===== config.mk =====
export PLATFORM = sky130hd
export DESIGN_NAME = packet_serializer
export DESIGN_NICKNAME = d
export VERILOG_FILES = /design/src/rtl/packet_serializer.sv
export SDC_FILE = /design/constraint.sdc
export NUM_CORES = 1
export LEC_CHECK = 0
export ABC_AREA = 0
export CELL_PAD_IN_SITES_DETAIL_PLACEMENT = 0
export CELL_PAD_IN_SITES_GLOBAL_PLACEMENT = 1
export CORE_MARGIN = 3
export CORE_UTILIZATION = 37
export CTS_CLUSTER_SIZE = 28
export DETAILED_ROUTE_END_ITERATION = 8
export GPL_TIMING_DRIVEN = 1
export MAX_ROUTING_LAYER = met4
export PLACE_DENSITY_LB_ADDON = 0.1
export SLEW_MARGIN = 40
export SYNTH_ARGS = -nofsm -noshare
export SYNTH_HDL_FRONTEND = slang
export SYNTH_SLANG_ARGS = --single-unit

===== constraint.sdc =====
create_clock -name clk -period 2.7 [get_ports clk]
set_input_delay 0.54 -clock clk [delete_from_list [all_inputs] [get_ports clk]]
set_output_delay 0.54 -clock clk [all_outputs]
set_load 0.02 [all_outputs]

===== src/rtl/packet_serializer.sv =====
// -----------------------------------------------------------------------------
// packet_serializer
//
// Turns one accepted request into a fixed-length serial frame:
//   8-bit preamble 8'hA5 (MSB first), then a 256-bit body, then GAP_BITS idle zeros.
// Body layout (bit k goes out on the k-th body cycle):
//   0..63    zero
//   64..79   port_num, MSB first
//   80..135  zero
//   136..143 session_id, MSB first
//   144..255 pseudo-random payload from a free-running 16-bit Fibonacci LFSR
//            (taps 16,14,13,11). The LFSR advances only on payload bits and
//            keeps its state from one packet to the next.
//
// Ports
//   clk          rising-edge clock
//   rst_n        synchronous, active-low reset
//   in_valid     request to send one packet
//   in_ready     high only while IDLE; accept = in_valid && in_ready
//   port_num     16-bit destination port, captured at acceptance
//   session_id   8-bit session number, captured at acceptance
//   serial_out   registered serial bit stream
//   frame_active high while preamble or body bits are on serial_out
//   pkt_done     one-cycle pulse with the last body bit
//   pkt_cnt      completed-packet counter, wraps at 2^32
// -----------------------------------------------------------------------------
module packet_serializer #(
    parameter int unsigned GAP_BITS = 8
) (
    input  logic        clk,
    input  logic        rst_n,
    input  logic        in_valid,
    output logic        in_ready,
    input  logic [15:0] port_num,
    input  logic [7:0]  session_id,
    output logic        serial_out,
    output logic        frame_active,
    output logic        pkt_done,
    output logic [31:0] pkt_cnt
);

    typedef enum logic [1:0] {
        IDLE,
        PREAMBLE,
        BODY,
        GAP
    } state_t;

    localparam logic [7:0]  PREAMBLE_PAT = 8'hA5;
    localparam logic [15:0] LFSR_SEED    = 16'hACE1;
    localparam logic [8:0]  PRE_LAST     = 9'd7;
    localparam logic [8:0]  BODY_LAST    = 9'd255;
    localparam logic [8:0]  GAP_LAST     = 9'(GAP_BITS - 1);
    localparam logic [8:0]  PORT_FIRST   = 9'd64;
    localparam logic [8:0]  PORT_END     = 9'd80;
    localparam logic [8:0]  SESS_FIRST   = 9'd136;
    localparam logic [8:0]  PAYLOAD_FIRST = 9'd144;

    state_t      state, state_n;
    logic [8:0]  bit_cnt, bit_cnt_n;   // index of the bit currently on the line within its phase
    logic [15:0] port_q;
    logic [7:0]  sess_q;
    logic [15:0] lfsr;
    logic        accept;
    logic        serial_n;
    logic        lfsr_step;
    logic        lfsr_fb;

    assign in_ready = (state == IDLE);
    assign accept   = in_valid && in_ready;
    assign lfsr_fb  = lfsr[15] ^ lfsr[13] ^ lfsr[12] ^ lfsr[10];

    // Next-state logic. state/bit_cnt describe the bit on serial_out in the
    // current cycle, so the *_n values describe the bit loaded at this edge.
    // NOTE: every variable written in a combinational block gets a default
    // first, so no path leaves it unassigned and no latch is inferred.
    always_comb begin
        state_n   = state;
        bit_cnt_n = bit_cnt + 9'd1;
        unique case (state)
            IDLE: begin
                bit_cnt_n = '0;
                if (accept) state_n = PREAMBLE;
            end
            PREAMBLE: begin
                if (bit_cnt == PRE_LAST) begin
                    state_n   = BODY;
                    bit_cnt_n = '0;
                end
            end
            BODY: begin
                if (bit_cnt == BODY_LAST) begin
                    state_n   = GAP;
                    bit_cnt_n = '0;
                end
            end
            GAP: begin
                if (bit_cnt == GAP_LAST) begin
                    state_n   = IDLE;
                    bit_cnt_n = '0;
                end
            end
            default: begin
                state_n   = IDLE;
                bit_cnt_n = '0;
            end
        endcase
    end

    // Bit to be placed on serial_out at this edge. Within each field the low
    // counter bits run 0..N-1, so MSB-first selection is just their inverse.
    always_comb begin
        serial_n  = 1'b0;
        lfsr_step = 1'b0;
        unique case (state_n)
            PREAMBLE: serial_n = PREAMBLE_PAT[~bit_cnt_n[2:0]];
            BODY: begin
                if (bit_cnt_n >= PAYLOAD_FIRST) begin
                    serial_n  = lfsr[15];
                    lfsr_step = 1'b1;
                end else if (bit_cnt_n >= SESS_FIRST) begin
                    serial_n = sess_q[~bit_cnt_n[2:0]];
                end else if (bit_cnt_n >= PORT_FIRST && bit_cnt_n < PORT_END) begin
                    serial_n = port_q[~bit_cnt_n[3:0]];
                end
            end
            default: serial_n = 1'b0;
        endcase
    end

    // NOTE: all state is updated with non-blocking assignments so every
    // register samples the pre-edge values, independent of statement order.
    always_ff @(posedge clk) begin
        if (!rst_n) begin
            state        <= IDLE;
            bit_cnt      <= '0;
            port_q       <= '0;
            sess_q       <= '0;
            lfsr         <= LFSR_SEED;
            serial_out   <= 1'b0;
            frame_active <= 1'b0;
            pkt_done     <= 1'b0;
            pkt_cnt      <= '0;
        end else begin
            state        <= state_n;
            bit_cnt      <= bit_cnt_n;
            serial_out   <= serial_n;
            frame_active <= (state_n == PREAMBLE) || (state_n == BODY);
            pkt_done     <= (state_n == BODY) && (bit_cnt_n == BODY_LAST);
            if (accept) begin
                port_q <= port_num;
                sess_q <= session_id;
            end
            if (lfsr_step) lfsr <= {lfsr[14:0], lfsr_fb};
            // Counted on the edge that ends the last body cycle.
            if (state == BODY && bit_cnt == BODY_LAST) pkt_cnt <= pkt_cnt + 32'd1;
        end
    end

endmodule


# Word-level counts from Yosys, hierarchy flattened
# Memories as Yosys holds them, arrays and structs flattened.
# Index checks and enable logic that the tools add are counted.
[totals] regBits=86 romBits=8 input_bits=27 out_inout_bits=36 elab_cells=57 memories=1
[classes] add_sub_neg=2 magnitude_cmp=6 n_eq_ne=8 n_mux=19 bitwise_logic=5 n_reduce_logical=7
[mem_list] memory="(no name shown)" depth=8 width=1 read_ports=1 rd_ports_with_merged_regs=0 write_ports=0 line="116" source="PREAMBLE: serial_n = PREAMBLE_PAT[~bit_cnt_n[2:0]];"
[ops] op="$add A32 B1 Y32 const B" n=1
[ops] op="$pmux W9 S3" n=1
[ops] op="$eq A9 B8 Y1 const B" n=2
[ops] op="$ge A9 B8 Y1 const B" n=2
[ops] op="$mux W9" n=2
[ops] op="$add A9 B1 Y9 const B" n=1
[ops] op="$eq A9 B3 Y1 const B" n=1
[ops] op="$ge A9 B7 Y1 const B" n=1
[ops] op="$lt A9 B7 Y1 const B" n=1
[ops] op="$mux W1" n=8
[ops] op="$mux W2" n=4
[ops] op="$pmux W2 S4" n=1
[ops] op="$eq A2 B2 Y1 const B" n=3
[ops] op="$lt A4 B5 Y1 const B" n=1
[ops] op="$bmux W1 S4" n=1
[ops] op="$eq A2 B1 Y1 const B" n=2
[ops] op="$logic_and A1 B1 Y1" n=4
[ops] op="$lt A3 B4 Y1 const B" n=1
[ops] op="$not A4 Y4" n=1
[ops] op="$bmux W1 S3" n=1
[ops] op="$not A3 Y3" n=1
[ops] op="$xor A1 B1 Y1" n=3
[ops] op="$logic_not A2 Y1" n=1
[ops] op="$pmux W1 S2" n=1
[ops] op="other kinds (2)" n=2

# Longest topological paths before layout
# Gate-level depths: netlist of run 1.
[depth] word_depth=10 mapped_depth=16 ltp_nobuf=14

# Worst setup path before layout of run 1
# No wires, ideal clock.
[synth_timing] path_kind="reg-to-reg" start="register bit_cnt[0]" end="register pkt_cnt[24]" setup_ps=115 arrival_ps=2652 required_time_ps=2585 setup_slack_ps=-67 stages_incl_launch_ff=14 path_buffers=1 period_less_slack_ps=2767 path_cell_list="dfxtp_1 > ha_1 > nand3_1 > or2_2 > inv_1 > ha_1 > and3b_1 > buf_2 > and4_1 > nand2_1 > nor3_1 > nand2_1 > xnor2_1 > and2_1"
[synth_between] elab_chain_len=2
[synth_rtl] element="from (decl)" line="60" source="logic [8:0] bit_cnt, bit_cnt_n;"
[synth_rtl] element="from (signal assigned)" line="146" source="bit_cnt <= bit_cnt_n;"
[synth_rtl] element="$eq A9 B8 Y1" line="156" source="if (state == BODY && bit_cnt == BODY_LAST) pkt_cnt <= pkt_cnt + 32'd1;"
[synth_rtl] element="$logic_and A1 B1 Y1" line="156"
[synth_rtl] element="to (signal assigned)" line="156"
[synth_rtl] element="to (decl)" line="39" source="output logic [31:0] pkt_cnt"
# Every way passes these cells.
# A chain may end at the register's enable or synchronous reset.

# Worst setup path in the final report of run 1
[layout_timing] start="register bit_cnt[6]" end="register pkt_done"
[layout_between] elab_chain_len=5 elab_cells_between_ends=13 classes_between="1 x add/sub; 4 x eq/ne; 7 x mux; 1 x reduce/logical"
[layout_rtl] element="$eq A9 B3 Y1 / $eq A9 B8 Y1 (equally long branches)" line="86, 98, 92"
[layout_rtl] element="$mux W2, on equally long branches" line="98, 86, 92"
[layout_rtl] element="$pmux W2 S4 *" line="80" source="unique case (state)"
[layout_rtl] element="net state_n[1]" line="59" source="state_t state, state_n;"
[layout_rtl] element="$eq A2 B2 Y1 *" line="149" source="pkt_done <= (state_n == BODY) && (bit_cnt_n == BODY_LAST);"
[layout_rtl] element="$logic_and A1 B1 Y1 *" line="149"
[layout_rtl] element="to (signal assigned)" line="149"
[layout_rtl] element="to (decl)" line="38" source="output logic pkt_done,"
# The timed path passes the listed nets; every way through them passes the cells marked *.

==> results of run 1 <==
## path summary, 6_finish.rpt
kind                     to  slack (ns)
hold / removal    port_q[0]        0.47
hold reg to reg   port_q[0]        0.47
setup reg to reg   pkt_done        0.18
setup / recovery   pkt_done        0.18
## state kept, by name, indices dropped and copies added, names as in the netlist
register and count:
sess_q 8, port_q 16, lfsr 16, state 2, pkt_done 1, serial_out 1, pkt_cnt 32, bit_cnt 9
frame_active 1
## layout make-up
type	instances	area share (%)
clock inverters	4	1.36
well taps	136	3.30
clock buffers	11	2.94
multi-input cells	335	43.3
repair buffers	84	15.2
inverters	6	0.437
flip-flops and latches	86	33.5
## logic make-up (layout without fill, tap and decap cells)
kind of cell    after synthesis  in the layout
compound gates               58             58
xor+xnor                     40             40
fa+ha+maj                     6              6
buf+inv                      29            105
flops                        86             86
mux                          19             19
simple gates                212            212
## through the flow
step                      std cells  setup WS (ns)  hold slack, ns
final                           662          0.181           0.467
after global routing            662        0.00941           0.492
after CTS                       658         0.0458           0.470
after detailed placement        643         0.0333           0.458
after global placement          643        -0.0425           0.451
after floorplan                 450        0.00402           0.439
## layer usage
layer	wire length, µm	vias to the layer above	global-route usage [%]	share of wire (%)
li1	-	1672	-	-
met2	3990	61	23.3	44
met1	4550	1488	21.0	51
met3	384	4	4.42	4.3
met4	51	0	3.78	0.57
met5	0	-	-	0
## report_power, final
group,switching [mW],leakage (nW),internal [mW]
logic,0.100,1.17,0.0933
registers,0.0141,0.699,1.29
clock network,0.443,0.115,0.564
total,0.557,1.98,1.95
## critical path, cell delays in order (launching register included)
cell       delay, ns
dfxtp_1         0.35
or4_4           0.57
nor2_4          0.14
nand2_1         0.10
xor2_1          0.19
inv_1           0.07
ha_2            0.32
nand4b_1        0.13
a2111oi_0       0.32
nand2_1         0.10
nor3_1          0.14
## cell usage in the layout, fill, tap and decap left out, types with 3 or more instances in the layout
cell type / n
a31oi_1: 3
dfxtp_1: 83
o21ai_0: 3
nor3_1: 7
clkbuf_8: 11
and2_1: 34
and4_1: 5
nor2b_1: 12
and3_1: 8
a21boi_0: 25
buf_4: 21
nand3_1: 22
ha_2: 3
a21oi_1: 7
nand2_1: 75
nor2_1: 15
dfxtp_2: 3
nand4_1: 10
inv_1: 6
clkdlybuf4s50_1: 61
xor2_1: 10
ha_1: 3
mux2i_1: 18
xnor2_1: 30
## timing repair
item	in CTS	in global routing
buffers inserted	0	4
resized for setup	0	11
hold buffers	0	0
endpoints found under the setup margin	0	28
==> reports/qor.yml, run 1 <==
global_routing:
  grt_overflow: 0
  grt_max_degree: 68
  antenna_found_initial: 0
  grt_pass1_vias: 3150
  grt_pass1_wl_mm: 15.5
  grt_usage_pct: 15.6
synth:
  syn_area_mm2: 0.00407
  avgSynthCellArea_um2: 9.04
  synth-xor-area-share_pct: 8.61
  netlist_instances: 450
  synthTopCellsByArea: "dfxtp_1 (42%), nand2_1 (7.0%), xnor2_1 (6.5%)"
  synth-compound-area-share_pct: 10.6
  synth-main-ff-cell: "dfxtp_1"
  synth_edf_count: 0
  synthAdderAreaFrac_pct: 1.84
  syn_nets: 483
  synthMuxAreaShare_pct: 4.98
  yosysMostFrequentCell: "dfxtp_1"
  ys_top_cells_by_count: "dfxtp_1 (86), nand2_1 (76), and2_1 (34), xnor2_1 (30), a21boi_0 (25)"
  ys_types: 58
  synth_top_family_by_area: "simple AND/OR/NAND/NOR gates"
  post-synth-top-area-cell: "dfxtp_1"
  ys_warn_count: 0
  ys_seq_elements: 86
  synthSimpleGateAreaFrac_pct: 28.3
  synth_top_area_share_pct: 42.3
  synthArstFlopShare_pct: 0
  seq_area_frac_synth_pct: 42.3
floorplan:
  core_area_mm2: 0.0105
  core.rowCount: 37
  dieArea_mm2: 0.0123
  io_pins: 63
  start_util_pct: 38.7
  die_y_um: 111
  die_w_um: 111
timing:
  fin_crit_ns: 2.52
  maxSlewHeadroom_pct: 63.3
  fin_crit_sh_pct: 93.3
  finalMaxSlewViolations: 0
  worst_pin_slew_ns: 0.551
  clock_skew_ns: 0.0146
  setup_viol: 0
  rsz0062_at_grt: "no"
  finalHoldViolCount: 0
  fin_setup_tns_ns: 0
  fmax_mhz: 397
placed_design:
  placed_cell_area_mm2: 0.00488
  gp_congestion: 0.808
  dpl.hpwl_mm: 6.43
  io_buffers: 62
clock_tree:
  cts_tree: "built"
  htreeDepth: 3
  clock_sinks: 86
  path_clk_slew_ns: 0.08
  clockRootBuffer: "clkbuf_8"
  clock_path_buffers: 2
  cts_buffers: 9
  clkLatencyLatePin_ns: 0.36
power_and_ir_drop:
  power_mw: 2.51
  ir_worst_vdd_uv: 294
  leakagePower_nw: 1.98
  powerDensity_mw_per_mm2: 486
drt:
  vias: 3225
  dr.first_iter.drc_count: 116
  firstDrtPassIters: 5
  viasPerCell: 4.87
  drc: 0
  wl_per_cell_um: 13.6
  drtAntennaViolNets: 0
  wl_mm: 8.98
setup_path:
  critPathArrivalTime_ns: 2.79
  cp-startpoint: "bit_cnt[6]"
  worstSetupEndpointType: "flop"
  start_kind: "flop"
  r2r_start: "bit_cnt[6]"
  required_ns: 2.97
  reg2reg_depth: 10
  crit_fanout: 8
  critical_path_class: "flop to flop"
finish:
  drive_gt1_share_pct: 11.8
  nets: 555
  final_util_pct: 49.1
  area_growth_syn_to_layout_pct: 26.7
  seqCellArea_mm2: 0.00173
  fillers: 1048
  multi_input_area_mm2: 0.00223
  final_cell_area_mm2: 0.00516
  antennaDiodeCount: 0
run:
  maxCapViolations: 0
hold_path:
  min_path_cells: 2
  min-delay-start: "port_q[0]"
  hold_class: "flop to flop"
run_status:
  status: "complete, no violations"
Power figures use the tool's default switching activity.
==> inputs of run 2 (changes only) <==
--- a/config.mk
+++ b/config.mk
@@ -14,7 +14,7 @@
 export DETAILED_ROUTE_END_ITERATION = 8
 export GPL_TIMING_DRIVEN = 1
 export MAX_ROUTING_LAYER = met4
-export PLACE_DENSITY_LB_ADDON = 0.1
+export PLACE_DENSITY_LB_ADDON = 0.25
 export SLEW_MARGIN = 40
 export SYNTH_ARGS = -nofsm -noshare
 export SYNTH_HDL_FRONTEND = slang
==> run 2 against run 1 <==
Against the previous run: cell count fell by 0.60%; worst hold slack worse by 0.0014 ns; largest cell class unchanged; largest power group unchanged; core utilization shrank 0.83 points; final area is 1.7% lower.
==> reports/qor.yml, run 2 (synthesized netlist as in run 1, its figures left out) <==
placed_design:
  placed_cell_area_mm2: 0.00487  # -0.31%
  dpl.hpwl_mm: 6.19  # -3.7%
  io_buffers: 62  # unchanged
  gp_congestion: 0.858  # +6.2%
  dp.cells: 641  # -0.31%
finish:
  final_cell_mix: "dfxtp_1 (84), nand2_1 (75), clkdlybuf4s50_1 (61)"
  drive_gt1_share_pct: 10.3  # -1.4 points
  layout_commonest_cell: "dfxtp_1"
  antennaDiodeCount: 0  # unchanged
  regMostFlops: "pkt_cnt"
  fillers: 992  # -5.3%
  area_growth_syn_to_layout_pct: 24.6
  final_cell_area_mm2: 0.00507  # -1.7%
  reg_top3: "pkt_cnt: 32 flops, lfsr: 16 flops, port_q: 16 flops"
  largest_reg_flops: 32  # unchanged
  nets: 550  # -0.90%
  final_cells: 658  # -0.60%
setup_path:
  path_delay_family: "simple AND/OR/NAND/NOR gates"
  rrSetupSlack_ns: 0.21  # +0.03 ns
  crit_fanout: 8  # unchanged
  critical_path_class: "flop to flop"
  timing.rr.end: "pkt_done"
  r2r_start: "bit_cnt[6]"
  path_cells: "or4_4 -> nor2_4 -> nand2_1 -> xor2_1 -> inv_1 -> ha_2 -> nand4b_1 -> a2111oi_0 -> nand2_1 -> nor3_1"
  critPathArrivalTime_ns: 2.77  # -0.02 ns
  worstSetupEndpointType: "flop"
  start_kind: "flop"
  reg2reg_depth: 10  # unchanged
  worst_path_largest_cell_delay_ns: 0.57  # about the same
  required_ns: 2.98  # about the same
  crit_top_cell: "nand2_1"
  cp.buffers_inverters: 1  # unchanged
  slowest_stage: "or4_4"
global_routing:
  grt_usage_pct: 15.0  # -0.64 points
  antenna_found_initial: 0  # unchanged
  grt_pass1_vias: 3134  # -0.51%
  grt_pass1_wl_mm: 14.9  # -4.4%
  grt_overflow: 0  # unchanged
  grt_max_degree: 29  # -57%
timing:
  finalMaxSlewViolations: 0  # unchanged
  clock_skew_ns: 0.00977  # -0.00484 ns
  maxSlewHeadroom_pct: 63.2  # -0.10 points
  fmax_mhz: 402  # +1.2%
  setup_viol: 0  # unchanged
  finalHoldViolCount: 0  # unchanged
  fin_crit_ns: 2.49  # -0.0301 ns
  worst_pin_slew_ns: 0.551  # -0.000372 ns
  holdWs_ns: 0.465  # -0.00143 ns
  rsz0062_at_grt: "no"
  fin_setup_tns_ns: 0  # unchanged
  fin_crit_sh_pct: 92.2  # -1.1 points
clock_tree:
  clkLatencyLatePin_ns: 0.36  # about the same
  clockRootBuffer: "clkbuf_8"
  clock_sinks: 86  # unchanged
  path_clk_slew_ns: 0.09  # about the same
  cts_buffers: 9  # unchanged
  htreeDepth: 3  # unchanged
  clock_path_buffers: 2  # unchanged
  cts_tree: "built"
drt:
  dr.first_iter.drc_count: 148  # +28%
  viasPerCell: 4.88  # +0.26%
  firstDrtPassIters: 4  # -1
  wl_mm: 8.54  # -4.9%
  drc: 0  # unchanged
  wl_per_cell_um: 13.0  # -4.3%
  vias: 3214  # -0.34%
  drtAntennaViolNets: 0  # unchanged
floorplan:
  die_w_um: 111  # unchanged
  core.rowCount: 37  # unchanged
  dieArea_mm2: 0.0123  # unchanged
  core_area_mm2: 0.0105  # unchanged
  io_pins: 63  # unchanged
  start_util_pct: 38.7  # unchanged
  die_y_um: 111  # unchanged
hold_path:
  min-delay-start: "sess_q[4]"
  hold_class: "flop to flop"
  min_path_cells: 2  # unchanged
  hold_end: "sess_q[4]"
power_and_ir_drop:
  power_mw: 2.34  # -6.8%
  powerDensity_mw_per_mm2: 461  # -5.2%
  ir_worst_vdd_uv: 229  # -22%
  leakagePower_nw: 1.93  # -3.0%
run_status:
  status: "complete, no violations"
run:
  maxCapViolations: 0  # unchanged
==> run 2: how the worst max path moves through the flow <==
| stage | from | end | slack [ns] | depth (start not counted) |
|---|---|---|---|---|
| 5_1_grt | bit_cnt[4] | pkt_cnt[21] | 0.01 | 10 |
| 3_5_place_dp | bit_cnt[3] | pkt_cnt[28] | 0.08 | 11 |
| 2_1_floorplan | bit_cnt[0] | lfsr[5] | 0.004 | 16 |
| 4_1_cts | bit_cnt[3] | pkt_cnt[28] | 0.05 | 11 |
| 6_report | bit_cnt[6] | pkt_done | 0.21 | 10 |
| 3_3_place_gp | bit_cnt[3] | pkt_cnt[26] | 0.15 | 11 |
==> run 2: stage by stage <==
stage               setup WS (ns)  utilization (%)
floorplan                 0.00402                -
global placement            0.152             46.3
detailed placement         0.0784             46.3
CTS                        0.0545             48.0
global route               0.0105             48.2
finish                      0.211             48.2
==> run 2: cell type report <==
type / count / area (µm²) / area share, %
inverter: 6 / 22.5 / 0.444
clock buffer: 10 / 138 / 2.71
multi-input combinational: 335 / 2230 / 43.9
sequential: 86 / 1720 / 34.0
clock inverter: 6 / 45.0 / 0.888
tap: 136 / 170 / 3.36
timing repair buffer: 79 / 743 / 14.7
==> run 2: what timing repair did <==
item | CTS | global route
hold buffers | 0 | 0
setup buffers | 0 | 1
endpoints found under the setup margin | 0 | 23
gates resized for setup | 0 | 4
==> run 2: power breakdown <==
group	internal, mW	switching (mW)	leakage, nW
sequential	1.29	0.0150	0.698
clock	0.364	0.474	0.0853
combinational	0.0923	0.0983	1.14
total	1.75	0.587	1.93
==> run 2: routing by layer <==
| metal | track usage, % | vias to the layer above | part of all wire (%) |
|---|---|---|---|
| met1 | 19.6 | 1453 | 51 |
| met2 | 22.3 | 75 | 43 |
| met3 | 3.17 | 15 | 4.6 |
| met5 | - | - | 0 |
| met4 | 6.73 | 0 | 1.9 |
| li1 | - | 1671 | - |
==> run 2: worst reg2reg max path: stages (launching register included) <==
cell	delay, ns
dfxtp_1	0.36
or4_4	0.57
nor2_4	0.15
nand2_1	0.11
xor2_1	0.19
inv_1	0.07
ha_2	0.30
nand4b_1	0.11
a2111oi_0	0.32
nand2_1	0.09
nor3_1	0.13
